==> config.mk <==
export PLATFORM = sky130hd
export DESIGN_NAME = csel_addsub_pipe
export DESIGN_NICKNAME = d
export VERILOG_FILES = /design/src/rtl/csel_addsub_pipe.sv
export SDC_FILE = /design/constraint.sdc
export NUM_CORES = 1
export LEC_CHECK = 0
export ABC_CLOCK_PERIOD_IN_PS = 8050
export CAP_MARGIN = 30
export CELL_PAD_IN_SITES_DETAIL_PLACEMENT = 0
export CELL_PAD_IN_SITES_GLOBAL_PLACEMENT = 1
export CORE_UTILIZATION = 43
export DETAILED_ROUTE_END_ITERATION = 10
export PLACE_DENSITY_LB_ADDON = 0.1
export SETUP_SLACK_MARGIN = 0.1
export SLEW_MARGIN = 20
export SYNTH_ARGS = -nofsm -noshare
export SYNTH_HDL_FRONTEND = slang
export SYNTH_SLANG_ARGS = --single-unit
export TNS_END_PERCENT = 10
==> constraint.sdc <==
create_clock -name clk -period 8.05 [get_ports clk]
set_input_delay 1.2075 -clock clk [delete_from_list [all_inputs] [get_ports clk]]
set_output_delay 1.2075 -clock clk [all_outputs]
set_load 0.02 [all_outputs]
==> src/rtl/csel_addsub_pipe.sv <==
// Pipelined carry-select adder/subtractor with signed saturation.
// Each SEG-bit segment is resolved in its own stage; a valid/ready handshake
// stalls the whole pipe as one unit.
module csel_addsub_pipe #(
  parameter int WIDTH = 32,
  parameter int SEG   = 8
) (
  input  logic             clk,
  input  logic             rst_n,
  input  logic             in_valid,
  output logic             in_ready,
  input  logic [WIDTH-1:0] opa,
  input  logic [WIDTH-1:0] opb,
  input  logic             ci,
  input  logic [1:0]       mode,
  output logic             out_valid,
  input  logic             out_ready,
  output logic [WIDTH-1:0] sum,
  output logic             co,
  output logic             ovf
);

  localparam int NSEG = WIDTH / SEG;

  // Ripple one segment; returns {carry into MSB, carry out, segment sum}.
  function automatic logic [SEG+1:0] seg_ripple(input logic [SEG-1:0] a,
                                                input logic [SEG-1:0] b,
                                                input logic           cin);
    logic [SEG-1:0] s;
    logic           c;
    logic           ctop;
    s    = '0;
    c    = cin;
    ctop = cin;
    for (int unsigned j = 0; j < SEG; j++) begin
      if (j == SEG - 1) ctop = c;
      s[j] = a[j] ^ b[j] ^ c;
      c    = (a[j] & b[j]) | ((a[j] ^ b[j]) & c);
    end
    return {ctop, c, s};
  endfunction

  // Per-stage pipeline slots. Operands travel whole; stage k only reads its
  // own segment. r_s accumulates resolved lower segments (output deskew).
  // Only the saturate bit of mode is needed past operand preparation.
  logic             r_v   [NSEG];
  logic             r_sat [NSEG];
  logic             r_c   [NSEG];
  logic [WIDTH-1:0] r_a   [NSEG];
  logic [WIDTH-1:0] r_b   [NSEG];
  logic [WIDTH-1:0] r_s   [NSEG];

  logic             w_adv;
  logic [SEG+1:0]   w_r0    [NSEG];
  logic [SEG+1:0]   w_r1    [NSEG];
  logic [SEG-1:0]   w_sel_s [NSEG];
  logic             w_sel_c [NSEG];
  logic [WIDTH-1:0] w_part  [NSEG];
  logic             w_top;
  logic             w_ovf;
  logic [WIDTH-1:0] w_raw;
  logic [WIDTH-1:0] w_res;

  assign w_adv    = ~out_valid | out_ready;
  assign in_ready = w_adv;

  // Both carry hypotheses per segment, then select on the registered carry.
  always_comb begin
    for (int unsigned k = 0; k < NSEG; k++) begin
      w_r0[k]    = seg_ripple(r_a[k][k*SEG +: SEG], r_b[k][k*SEG +: SEG], 1'b0);
      w_r1[k]    = seg_ripple(r_a[k][k*SEG +: SEG], r_b[k][k*SEG +: SEG], 1'b1);
      w_sel_s[k] = r_c[k] ? w_r1[k][SEG-1:0] : w_r0[k][SEG-1:0];
      w_sel_c[k] = r_c[k] ? w_r1[k][SEG]     : w_r0[k][SEG];
      w_part[k]  = r_s[k];
      w_part[k][k*SEG +: SEG] = w_sel_s[k];
    end
  end

  // Final-stage overflow detection and saturation.
  always_comb begin
    w_top = r_c[NSEG-1] ? w_r1[NSEG-1][SEG+1] : w_r0[NSEG-1][SEG+1];
    w_ovf = w_top ^ w_sel_c[NSEG-1];
    w_raw = w_part[NSEG-1];
    w_res = w_raw;
    if (r_sat[NSEG-1] && w_ovf) begin
      // Raw sign 1 after overflow means the true result was positive.
      w_res = w_raw[WIDTH-1] ? {1'b0, {(WIDTH-1){1'b1}}}
                             : {1'b1, {(WIDTH-1){1'b0}}};
    end
  end

  // Pipeline advance: operand prep into stage 0, shift all stages, output regs.
  always_ff @(posedge clk) begin
    if (!rst_n) begin
      for (int unsigned k = 0; k < NSEG; k++) begin
        r_v[k]   <= 1'b0;
        r_sat[k] <= 1'b0;
        r_c[k]   <= 1'b0;
        r_a[k]   <= '0;
        r_b[k]   <= '0;
        r_s[k]   <= '0;
      end
      out_valid <= 1'b0;
      sum       <= '0;
      co        <= 1'b0;
      ovf       <= 1'b0;
    end else if (w_adv) begin
      r_v[0]   <= in_valid;
      r_sat[0] <= mode[1];
      r_c[0]   <= mode[0] ? 1'b1 : ci;
      r_a[0]   <= opa;
      r_b[0]   <= mode[0] ? ~opb : opb;
      r_s[0]   <= '0;
      for (int unsigned k = 1; k < NSEG; k++) begin
        r_v[k]   <= r_v[k-1];
        r_sat[k] <= r_sat[k-1];
        r_c[k]   <= w_sel_c[k-1];
        r_a[k]   <= r_a[k-1];
        r_b[k]   <= r_b[k-1];
        r_s[k]   <= w_part[k-1];
      end
      out_valid <= r_v[NSEG-1];
      sum       <= w_res;
      co        <= w_sel_c[NSEG-1];
      ovf       <= w_ovf;
    end
  end

endmodule

==> run metrics <==
CP Data Required Time 8.45 ns; area grow syn2layout 20.0%; average via count per standard cell 5.00; placed wire-length estimate 11.3 mm; internal power 0.00223 W; register area share after synthesis 68.8%; crit path kind reg2reg; GR Util met2 22.8%; Area contributors post-synth edfxtp_1 61%, and3_1 11%, dfxtp_1 7.8%; row count 56; met1 Use GR 22.1%; Worst path slowest cell xor2_4; largest area contributor in the synthesized netlist edfxtp_1; io pins 107; Comb power frac 5.9%; LEAKAGE 5.47 nW; GR peak layer met2; CP Buf/Inv Count 2; worst hold margin 0.462 ns; largest stage delay on the critical path 0.64 ns; # H-tree levels 1; Total Wirelength 18.4 mm; Sw Ratio 20.6%; maximum vdd drop 0.000108 V; power share of the clock group 39.8%; Final Slew Violations 0; CP Max Fanout 33; Final setup viols 0; Mapped Area 10,500 µm²; cell mode on critical path fa_1; cell chain of the critical path ha_1 -> inv_1 -> mux2i_1 -> fa_1 -> fa_1 -> fa_1 -> fa_1 -> fa_1 -> inv_1 -> fa_1 -> fa_1 -> xor2_4 -> nand3_1 -> a32o_1; Max-slew headroom 36.2%; P_sw 0.000580 W; largest net degree at the start of global routing 138; post-CTS setup buffers 0; minimum clock period 4.79 ns; post-synth top area share 61.0%; Tightest Hold Check Type reg2reg; crit share post-route 59.5%; CP delay by family, top adder cells; Synth cell types 30; core footprint 23,800 µm²; Sum Neg Setup Slack 0 ns; chip height 158 µm; Ant. Diodes 0; grt total ovfl 0; final core utilization 53.2%; cell count after synthesis 728; status finished, final reports clean; clock skew 0.00830 ns; clock slew at reported path FFs 0.06 ns; Ys Warns 0; WL per Instance 16.1 µm; drt pass-1 iters 4; Residual DRC 0; ANT nets after route 0; first-pass GRT wire length 29.5 mm; power density over the cells 223 nW/µm²; Final nets 915; Max Cap Viol 0; TritonCTS Sinks 255; final hold violations 0; initial antenna violation count 0; Starting Density 44.3%; Die ar. 25,100 µm²; Data arrival, critical path 5.19 ns; most common cell after layout, fill and taps aside edfxtp_1; Total GRT Usage 15.0%; IO Port Bufs 106; Num CTS Buffers 26; commonest cells after routing, fill and taps aside 214 x edfxtp_1, 177 x and3_1, 104 x clkdlybuf4s50_1, 41 x dfxtp_1, 39 x nor2_1; DR iter-0 viols 414; Critical Path Start Type flop; Sequential Power Share 54.3%; Synth Net Count 835; Power Total 0.00281 W; layout cells sized above 1 6.53%; Worst Max-Slew Pin Slew 0.958 ns; average size of a mapped cell 14.5 µm²; Die Wd 158 µm; Root Buffer clkbuf_16; fmax 209 MHz; DR vias 5,730; number of global-route vias before repair 5,514; Seq cells post-synth 255; Critical Path Sink Type flop; clk_lat worst skew 0.52 ns; CTS resizes 0; unrepaired setup endpoints after global routing no; met3 Use GR 2.61%; GP Congestion 0.763; Bufs on Longest Clock Path 3; TritonCTS clock tree done; hold buffer count at CTS 0
[logic make-up (layout without fill, tap and decap cells)]
family	Yosys count	count (layout)	synth area share, %
adder cells (fa/ha/maj)	36	36	6.27
AND/OR/NAND/NOR	234	234	12.7
flip-flops	255	255	68.8
XOR/XNOR	38	38	3.23
AO/OA/AOI/OAI	74	74	5.07
buffers and inverters	88	187	3.58
multiplexers	3	3	0.285
[worst min-delay path: stages, from the launching register on]
cell and delay, ns:
dfxtp_1 0.31, nand2_1 0.05, a21boi_0 0.06
[cell usage after synthesis]
cell       instances
nor3b_1            1
buf_1              1
xor2_1             1
nor2_1            39
buf_2             16
xnor2_1           36
buf_4              7
fa_1              28
ha_1               8
dfxtp_1           41
a21oi_1           31
inv_1             24
mux2i_1            3
a21boi_0           4
o211ai_2           1
nand2_1           12
nor2b_4            1
o211a_1            4
o21a_1             1
nor3_1             1
and2_1             2
clkbuf_1          39
edfxtp_1         214
and3_1           177
a21o_1             1
nand3_1            1
a32o_1             1
inv_2              1
xor2_2             1
o2bb2ai_1         31
[per-stage QoR]
stage,instance area [µm²],cells,worst slack [ns]
3_3_place_gp,11700,1095,3.04
3_5_place_dp,11800,1096,3.23
5_1_grt,12600,1146,2.93
2_1_floorplan,10500,728,1.55
6_report,12600,1146,3.26
4_1_cts,12600,1143,3.21
[layer usage]
metal	vias up	share of wire (%)	wire length, µm
li1	2813	-	-
met1	2766	49	9110
met5	-	0	0
met3	19	4.7	860
met2	132	45	8220
met4	0	1.2	229
[cell type report]
class	instances	area [µm²]
flip-flops and latches	255	7250
repair buffers	115	1170
multi-input cells	385	2920
fillers	1982	11100
well taps	319	399
inverters	25	104
clock buffers	37	743
clock inverters	10	52.6
[worst paths after layout]
path / from / to / slack, ns / cells past startpoint
setup / recovery: r_a[0][120] / sum[31] / 3.26 / 14
hold / removal: r_v[1] / r_v[1] / 0.46 / 2
setup reg to reg: r_a[0][120] / sum[31] / 3.26 / 14
hold reg to reg: r_v[1] / r_v[1] / 0.46 / 2
[registers in the layout, indices dropped and copies added (netlist names), 4 cells and up]
name	count
r_a	80
r_v	4
r_c	4
r_sat	4
sum	32
r_s	48
r_b	80
[power groups by stage]
stage	logic [W]	clock network, W	registers [W]
after floorplan	0.0000933	0	0.00155
after global placement	0.000164	0	0.00156
after detailed placement	0.000168	0	0.00156
after CTS	0.000168	0.00114	0.00153
after global routing	0.000187	0.00120	0.00153
final	0.000167	0.00112	0.00153
(Power assumes the default switching activity.)
